File: src/rtl/rr_encoder_16_4_if.sv
// rtl/rr_encoder_16_4_if.sv - request-vector in / encoded-index out handshake bundle
interface rr_encoder_16_4_if;
    logic        in_valid;
    logic [15:0] req;
    logic        in_ready;
    logic        out_valid;
    logic        out_ready;
    logic [3:0]  out_idx;
    logic        out_last;
    logic        err_zero;

    // Producer/consumer side: drives requests and out_ready, observes results
    modport master (
        output in_valid,
        output req,
        input  in_ready,
        input  out_valid,
        output out_ready,
        input  out_idx,
        input  out_last,
        input  err_zero
    );

    // Encoder side
    modport slave (
        input  in_valid,
        input  req,
        output in_ready,
        output out_valid,
        input  out_ready,
        output out_idx,
        output out_last,
        output err_zero
    );
endinterface

File: src/rtl/rr_encoder_16_4.sv
// rtl/rr_encoder_16_4.sv - drains a 16-bit request vector as a stream of 4-bit indices
module rr_encoder_16_4 #(
    parameter bit FIXED_PRIO = 1'b0
) (
    input  logic                 clk,
    input  logic                 rst_n,
    rr_encoder_16_4_if.slave     bus
);

    localparam logic [0:0] ST_IDLE = 1'b0;
    localparam logic [0:0] ST_BUSY = 1'b1;

    logic [0:0]  state_q, state_d;
    logic [15:0] mask_q, mask_d;
    logic [3:0]  ptr_q, ptr_d;
    logic        err_zero_q, err_zero_d;

    logic [3:0]  sel_idx;
    logic        single_bit;
    logic        busy;
    logic        in_fire;
    logic        out_fire;

    assign busy     = (state_q == ST_BUSY);
    assign in_fire  = bus.in_valid && !busy;
    assign out_fire = busy && bus.out_ready;

    // Circular search upward from ptr; ptr is held at 0 in fixed-priority
    // mode, so the same search yields the lowest set bit there.
    always_comb begin
        logic [3:0] pos;
        logic       found;
        sel_idx = 4'd0;
        found   = 1'b0;
        pos     = 4'd0;
        for (int i = 0; i < 16; i++) begin
            pos = ptr_q + 4'(i);
            if (!found && mask_q[pos]) begin
                sel_idx = pos;
                found   = 1'b1;
            end
        end
    end

    // Exactly one pending bit means the current index ends the vector
    always_comb begin
        single_bit = (mask_q != 16'h0) && ((mask_q & (mask_q - 16'd1)) == 16'h0);
    end

    // Next-state: accept in IDLE, retire one bit per output handshake in BUSY
    always_comb begin
        state_d    = state_q;
        mask_d     = mask_q;
        ptr_d      = ptr_q;
        err_zero_d = 1'b0;
        if (!busy) begin
            if (in_fire) begin
                if (bus.req != 16'h0) begin
                    mask_d  = bus.req;
                    state_d = ST_BUSY;
                end else begin
                    err_zero_d = 1'b1;
                end
            end
        end else if (out_fire) begin
            mask_d = mask_q & ~(16'h0001 << sel_idx);
            if (!FIXED_PRIO) begin
                ptr_d = sel_idx + 4'd1;
            end
            if (single_bit) begin
                state_d = ST_IDLE;
            end
        end
    end

    // State registers; ptr deliberately survives vector boundaries for fairness
    always_ff @(posedge clk or negedge rst_n) begin
        if (!rst_n) begin
            state_q    <= ST_IDLE;
            mask_q     <= 16'h0;
            ptr_q      <= 4'd0;
            err_zero_q <= 1'b0;
        end else begin
            state_q    <= state_d;
            mask_q     <= mask_d;
            ptr_q      <= ptr_d;
            err_zero_q <= err_zero_d;
        end
    end

    // Outputs come from registered state only, zeroed outside BUSY
    assign bus.in_ready  = !busy;
    assign bus.out_valid = busy;
    assign bus.out_idx   = busy ? sel_idx : 4'd0;
    assign bus.out_last  = busy && single_bit;
    assign bus.err_zero  = err_zero_q;

endmodule

File: src/flat_wrapper.sv
// flat-port wrapper written by rule: the top's interface ports become plain ports
module rr_encoder_16_4_flat 
#(
    parameter bit FIXED_PRIO = 1'b0
)
  (clk, rst_n, bus_in_valid, bus_req, bus_in_ready, bus_out_valid, bus_out_ready, bus_out_idx, bus_out_last, bus_err_zero);
  rr_encoder_16_4_if bus_i ();
  input  logic clk;
  input  logic rst_n;
  input wire logic [$bits(bus_i.in_valid)-1:0] bus_in_valid;
  input wire logic [$bits(bus_i.req)-1:0] bus_req;
  output wire logic [$bits(bus_i.in_ready)-1:0] bus_in_ready;
  output wire logic [$bits(bus_i.out_valid)-1:0] bus_out_valid;
  input wire logic [$bits(bus_i.out_ready)-1:0] bus_out_ready;
  output wire logic [$bits(bus_i.out_idx)-1:0] bus_out_idx;
  output wire logic [$bits(bus_i.out_last)-1:0] bus_out_last;
  output wire logic [$bits(bus_i.err_zero)-1:0] bus_err_zero;
  assign bus_i.in_valid = bus_in_valid;
  assign bus_i.req = bus_req;
  assign bus_in_ready = bus_i.in_ready;
  assign bus_out_valid = bus_i.out_valid;
  assign bus_i.out_ready = bus_out_ready;
  assign bus_out_idx = bus_i.out_idx;
  assign bus_out_last = bus_i.out_last;
  assign bus_err_zero = bus_i.err_zero;
  rr_encoder_16_4 #(.FIXED_PRIO(FIXED_PRIO)) u_core (.clk(clk), .rst_n(rst_n), .bus(bus_i));
endmodule
File: config.mk
export PLATFORM = sky130hd
export DESIGN_NAME = rr_encoder_16_4_flat
export DESIGN_NICKNAME = d
export VERILOG_FILES = /design/src/rtl/rr_encoder_16_4_if.sv /design/src/rtl/rr_encoder_16_4.sv /design/src/flat_wrapper.sv
export SDC_FILE = /design/constraint.sdc
export NUM_CORES = 1
export LEC_CHECK = 0
export ABC_AREA = 1
export BUFFER_PORTS_ARGS = -buffer_cell sky130_fd_sc_hd__buf_4
export CORE_UTILIZATION = 35
export CTS_CLUSTER_SIZE = 14
export DETAILED_ROUTE_END_ITERATION = 10
export GPL_ROUTABILITY_DRIVEN = 0
export GPL_TIMING_DRIVEN = 0
export RECOVER_POWER = 50
export SYNTH_ARGS = -nofsm -noshare
export SYNTH_HDL_FRONTEND = slang
export SYNTH_SLANG_ARGS = --single-unit
export TNS_END_PERCENT = 10
File: constraint.sdc
create_clock -name clk -period 5.09 [get_ports clk]
set_clock_uncertainty 0.1 [all_clocks]
set_input_delay 0.7635 -clock clk [delete_from_list [all_inputs] [get_ports clk]]
set_output_delay 0.7635 -clock clk [all_outputs]
set_load 0.03 [all_outputs]
==> results of run 1 <==
[stage by stage]
stage,setup slack (ns),util [%],setup TNS [ns],hold slack (ns)
after detailed placement,0.0625,39.6,0,0.523
after global routing,-0.00642,40.2,-0.00642,0.569
after floorplan,0.817,-,0,0.368
after global placement,0.102,39.6,0,0.522
after CTS,0.0773,40.2,0,0.288
final,0.307,40.2,0,0.528
[repair_timing]
| item | in CTS | in global routing |
|---|---|---|
| pin swaps | 1 | 0 |
| endpoints found under the setup margin | 4 | 4 |
| gates resized for setup | 3 | 8 |
| setup buffers | 1 | 0 |
[flip-flops by register name, indices dropped and copies added (netlist names)]
name,count
u_core.ptr_q,4
u_core.bus.err_zero,1
u_core.mask_q,16
u_core.bus.out_valid,1
[worst paths after layout]
| path | endpoint | from | cells past startpoint | slack, ns |
|---|---|---|---|---|
| min in group asynchronous | u_core.bus.err_zero | rst_n | 1 | 0.64 |
| min | u_core.bus.err_zero | u_core.bus.out_valid | 3 | 0.53 |
| min reg2reg | u_core.bus.err_zero | u_core.bus.out_valid | 3 | 0.53 |
| max in group asynchronous | u_core.ptr_q[1] | rst_n | 1 | 3.42 |
| max reg2reg | u_core.mask_q[15] | u_core.ptr_q[1] | 19 | 0.94 |
| max | bus_out_idx[3] | u_core.ptr_q[1] | 16 | 0.31 |
[layout make-up]
cell class	count	area (sq um)
inverter	69	259
clock buffer	3	41.3
tap	111	139
fill	1017	5500
timing repair buffer	28	195
sequential	22	552
buffer	17	111
multi-input combinational	480	2400
[critical path: cells and delay by family, from the launching register on]
kind / cells / cell delay (ns)
xor gates and xnor gates: 1 / 0.73
buffers and inverters: 2 / 0.23
DFF: 1 / 0.47
adders and majority gates: 1 / 0.24
AOI/OAI and AO/OA: 2 / 0.84
and+or+nand+nor: 10 / 1.13
[cells in the mapped netlist (all sizes together)]
cell | instances | area [sq um]
or3 | 1 | 6.26
or4 | 4 | 30.0
dfrtp | 22 | 551
or2 | 1 | 6.26
a22oi | 1 | 7.51
o21a | 2 | 15.0
nor2 | 66 | 303
nand3 | 110 | 556
and2 | 3 | 18.8
a21oi | 39 | 206
xnor2 | 3 | 33.8
ha | 8 | 100
a211oi | 2 | 15.0
nand2 | 195 | 762
xor2 | 6 | 52.6
inv | 68 | 255
clkinv | 1 | 3.75
o21ai | 25 | 136
buf | 11 | 72.6
nand4 | 8 | 101
nor4 | 1 | 6.26
o2111ai | 1 | 8.76
clkbuf | 6 | 22.5
nor3 | 3 | 20.0
a21o | 1 | 7.51
[routing by layer]
layer	part of all wire, %	global-route usage, %
met5	0	0
met2	48	40.0
met1	44	27.5
met4	2.7	7.01
met3	5.5	1.06
[cells in the final DEF, fill, tap and decap left out, drive strengths merged]
master and n:
nand2 195, nand3 110, inv 68, nor2 66, a21oi 39, buf 35, o21ai 25, dfrtp 22
clkbuf 13, ha 8, nand4 8, xor2 6, or4 4, and2 3, xnor2 3, nor3 3
o21a 2, a211oi 2, a21o 1, clkinv 1, a22oi 1, or2 1, or3 1, o2111ai 1
nor4 1
[cells by family (layout without fill, tap and decap cells)]
group           after synthesis  after routing
simple gates                392            392
flops                        22             22
compound gates               71             71
xor+xnor                      9              9
buf+inv                      86            117
fa+ha+maj                     8              8
==> summary.txt, run 1 <==
Job
  • Max-cap violations: 0

Place
  • Placed cells: 726
  • I/O Buffers: 27
  • DP HPWL: 8.39 mm
  • Dpl cell area: 3640 sq um

Synthesis
  • Main combinational cell family by area after synthesis: simple AND/OR/NAND/NOR gates
  • Compound-gate portion of the synthesized area: 12.0%
  • Syn Nets: 616
  • Xor and xnor area share after synthesis: 2.62%
  • Register area share after synthesis: 16.7%
  • Post-synthesis cell type count: 41
  • Post-synthesis register bit count: 22
  • Mapped Area: 3300 sq um
  • Adder-Cell Fraction of Synth Area: 3.04%
  • YS warnings: 0
  • Avg Cell Area, Syn: 5.61 sq um
  • Simple-Gate Fraction of Synth Area: 54.9%
  • Mapped Cells: 588
  • Mux share of post-synthesis cell area: 0%

Floorplan
  • Chip width: 99.1 um
  • Core area: 9200 sq um
  • Starting density of the core: 35.9%
  • Site row count: 35
  • Ports: 28
  • Area of the die: 9810 sq um
  • Die Height: 99.1 um

Critical path
  • Crit Path Max Fanout: 10
  • Critical path data arrival time: 3.92 ns
  • Worst setup EP type: output pin
  • Highest cell delay on the worst timing path: 0.73 ns
  • Startpoint class of the critical path: flip-flop
  • Crit path cell chain: ha_1, xnor2_1, nand3_1, nand2_1, inv_1, o21ai_0, nor2_4, nand2_1, nand2_1, o21ai_1, nand3_1, nand2_1, nand2_1, nand2_4, nor2_1, buf_4
  • Critical path type: flip-flop to output pin
  • Worst Path Required: 4.23 ns
  • Slowest-stage cell, CP: xnor2_1
  • Most common cell on crit path: nand2_1

CTS
  • CTS Hold Bufs: 0
  • Clock Path Buffers: 2
  • Clk slew on worst S/H paths: 0.08 ns
  • CTS Buf Count: 3
  • Worst-skew pair later-pin latency: 0.26 ns
  • TritonCTS clock tree: done
  • Clock sinks: 22
  • # H-tree levels: 1
  • CTS root buf: clkbuf_8

Route
  • Drt initial violations: 287
  • Number of iterations in the first detailed-routing pass: 5
  • DRC violations left: 0
  • Post-Route WL: 10.3 mm
  • Antenna-violating nets left: 0
  • Vias/cell: 5.26
  • Routed len/inst: 14.2 um
  • Vias: 3843

Timing
  • # setup viols final: 0
  • Final period util: 94.0%
  • Hold Violations, Final: 0
  • Fin. max-slew vios: 0
  • Final Critical Period: 4.78 ns
  • Max-slew headroom: 16.7%
  • Fmax: 0.209 GHz
  • Worst-margin pin slew: 1.25 ns

Finish
  • Area Growth Syn to Fin: 12.1%
  • Ratio of cells with drive above 1 in the final layout: 13.2%
  • Final #Nets: 649
  • Final Cell Area: 3690 sq um
  • Fin cells: 730
  • Inserted Diodes: 0

Worst hold path
  • Hold crit path type: flip-flop to flip-flop

Global routing
  • Grt ovf: 0
  • Gr usage total: 21.9%
  • First-pass GRT wire length: 17.3 mm
  • Initial antenna violation count: 0
  • Largest net degree at the start of global routing: 23
  • Vias in the first global route: 3677

Status
  • Status: complete, no violations
Power of run 1 is left out: the tool's default activity adds up to more than one toggle a clock period on the data nets, which glitch-free logic cannot reach.
==> inputs of run 2 (changes only) <==
MAX_ROUTING_LAYER = met4   (was not set)
==> summary.txt, run 2 (same netlist as run 1, synthesis figures left out) <==
Status
  • Status: complete, no violations

Global routing
  • Largest net degree at the start of global routing: 23 (unchanged)
  • Gr usage total: 22.6% (+0.69 points)
  • Vias in the first global route: 3680 (+0.082%)
  • Most Crowded Layer GR: met2
  • GRT met2 Usage: 40.0% (+0.054 points)
  • Initial antenna violation count: 0 (unchanged)
  • Grt ovf: 0 (unchanged)
  • Met3 GRT Util: 1.06% (unchanged)
  • Met1 Use GR: 27.6% (+0.043 points)
  • First-pass GRT wire length: 17.3 mm (unchanged)

Floorplan
  • Starting density of the core: 35.9% (unchanged)
  • Core area: 9200 sq um (unchanged)
  • Area of the die: 9810 sq um (unchanged)
  • Site row count: 35 (unchanged)
  • Die Height: 99.1 um (unchanged)
  • Ports: 28 (unchanged)
  • Chip width: 99.1 um (unchanged)

Critical path
  • Slowest-stage cell, CP: xnor2_1
  • Buf+Inv Stages, Crit Path: 2 (unchanged)
  • Critical path's top delay family: simple AND/OR/NAND/NOR gates
  • Worst Path Required: 4.23 ns (about the same)
  • Highest cell delay on the worst timing path: 0.72 ns (about the same)
  • Worst setup path start: u_core.ptr_q[1]
  • Most common cell on crit path: nand2_1
  • Startpoint class of the critical path: flip-flop
  • Worst setup EP type: output pin
  • Launching point of the worst reg2reg path: u_core.ptr_q[1]
  • Critical path type: flip-flop to output pin
  • Crit Path Max Fanout: 10 (unchanged)
  • Critical path data arrival time: 3.91 ns (about the same)
  • Crit path cell chain: ha_1, xnor2_1, nand3_1, nand2_1, inv_1, o21ai_0, nor2_4, nand2_1, nand2_1, o21ai_1, nand3_1, nand2_1, nand2_1, nand2_4, nor2_1, buf_4

Timing
  • Hold Violations, Final: 0 (unchanged)
  • Max-slew headroom: 17.5% (+0.80 points)
  • Final Critical Period: 4.77 ns (-0.0132 ns)
  • # setup viols final: 0 (unchanged)
  • Fin. max-slew vios: 0 (unchanged)
  • Worst-margin pin slew: 1.24 ns (-0.0120 ns)
  • Fmax: 0.210 GHz (+0.28%)
  • Final period util: 93.7% (-0.26 points)
  • Setup TNS: 0 ns (unchanged)

Route
  • DRC violations left: 0 (unchanged)
  • Vias: 3860 (+0.44%)
  • Number of iterations in the first detailed-routing pass: 5 (unchanged)
  • Post-Route WL: 10.3 mm (about the same)
  • Routed len/inst: 14.2 um (about the same)
  • Antenna-violating nets left: 0 (unchanged)
  • Drt initial violations: 267 (-7.0%)
  • Vias/cell: 5.29 (+0.44%)

Finish
  • Inserted Diodes: 0 (unchanged)
  • Final #Nets: 649 (unchanged)
  • Most frequent cells in the layout: nand2_1, nand3_1, nor2_1, inv_1, a21oi_1
  • Register with the most flip-flops: u_core.mask_q
  • Commonest non-fill, non-tap cell in the layout: nand2_1
  • Ratio of cells with drive above 1 in the final layout: 13.2% (unchanged)
  • Biggest regs: u_core.mask_q x16, u_core.ptr_q x4
  • Area Growth Syn to Fin: 12.1% (unchanged)
  • Max reg flops: 16 (unchanged)

Worst hold path
  • Hold path start: u_core.bus.out_valid
  • Hold crit path type: flip-flop to flip-flop

CTS
  • CTS root buf: clkbuf_8
  • # H-tree levels: 1 (unchanged)
  • Worst-skew pair later-pin latency: 0.26 ns (about the same)
  • Clock Path Buffers: 2 (unchanged)
  • CTS Buf Count: 3 (unchanged)
  • Clk slew on worst S/H paths: 0.08 ns (about the same)
  • CTS Hold Bufs: 0 (unchanged)
  • Clock sinks: 22 (unchanged)
  • TritonCTS clock tree: done

Place
  • I/O Buffers: 27 (unchanged)
  • DP HPWL: 8.39 mm (unchanged)

Job
  • Max-cap violations: 0 (unchanged)
## run 2: cell counts in the layout (fill, tap and decap cells not counted)
Identical to the previous run, type by type.
## run 2: layout make-up
type / instances / area [sq um]
Inverter: 69 / 259
Sequential cell: 22 / 552
Clock buffer: 3 / 41.3
Multi-Input combinational cell: 480 / 2400
Tap cell: 111 / 139
Fill cell: 1017 / 5500
Buffer: 17 / 111
Timing Repair Buffer: 28 / 195
## run 2: worst reg2reg max path: stages, from the launching register on
cell	delay (ns)
dfrtp_2	0.47
ha_1	0.24
xnor2_1	0.72
nand3_1	0.17
nand2_1	0.16
inv_1	0.05
o21ai_0	0.70
nor2_4	0.11
nand2_1	0.15
inv_2	0.05
nand2_1	0.05
nand3_1	0.09
nor2_1	0.12
nand4_2	0.18
nand2_1	0.15
inv_2	0.07
ha_1	0.22
nand2_1	0.07
nand3_1	0.07
a21oi_1	0.14
## run 2: final timing paths
path | slack (ns) | cells past startpoint | to
max in group asynchronous | 3.44 | 1 | u_core.ptr_q[1]
worst min-delay path | 0.52 | 3 | u_core.bus.err_zero
worst max register to register | 0.95 | 19 | u_core.mask_q[15]
worst min register to register | 0.52 | 3 | u_core.bus.err_zero
worst max-delay path | 0.32 | 16 | bus_out_idx[3]
min in group asynchronous | 0.64 | 1 | u_core.bus.err_zero
## run 2: through the flow
stage	hold slack (ns)	setup slack (ns)	util, %	area (sq um)	cells
after floorplan	0.368	0.817	-	3300	588
after global placement	0.522	0.102	39.6	3640	726
after detailed placement	0.523	0.0625	39.6	3640	726
after CTS	0.288	0.0773	40.2	3690	730
after global routing	0.569	-0.00645	40.2	3690	730
final	0.522	0.320	40.2	3690	730
## run 2: layer usage
layer  share of wire [%]  routed length (um)
met1                  46                4710
met5                   0                   0
met3                 4.1                 422
met2                  48                4910
met4                 2.9                 295
## run 2: repair_timing
item | CTS | global route
gates cloned | 0 | 0
resized for setup | 3 | 8
pin swaps | 1 | 0
buffers inserted | 1 | 0
setup endpoints to repair | 4 | 4
Power of run 2 is left out for the same reason.
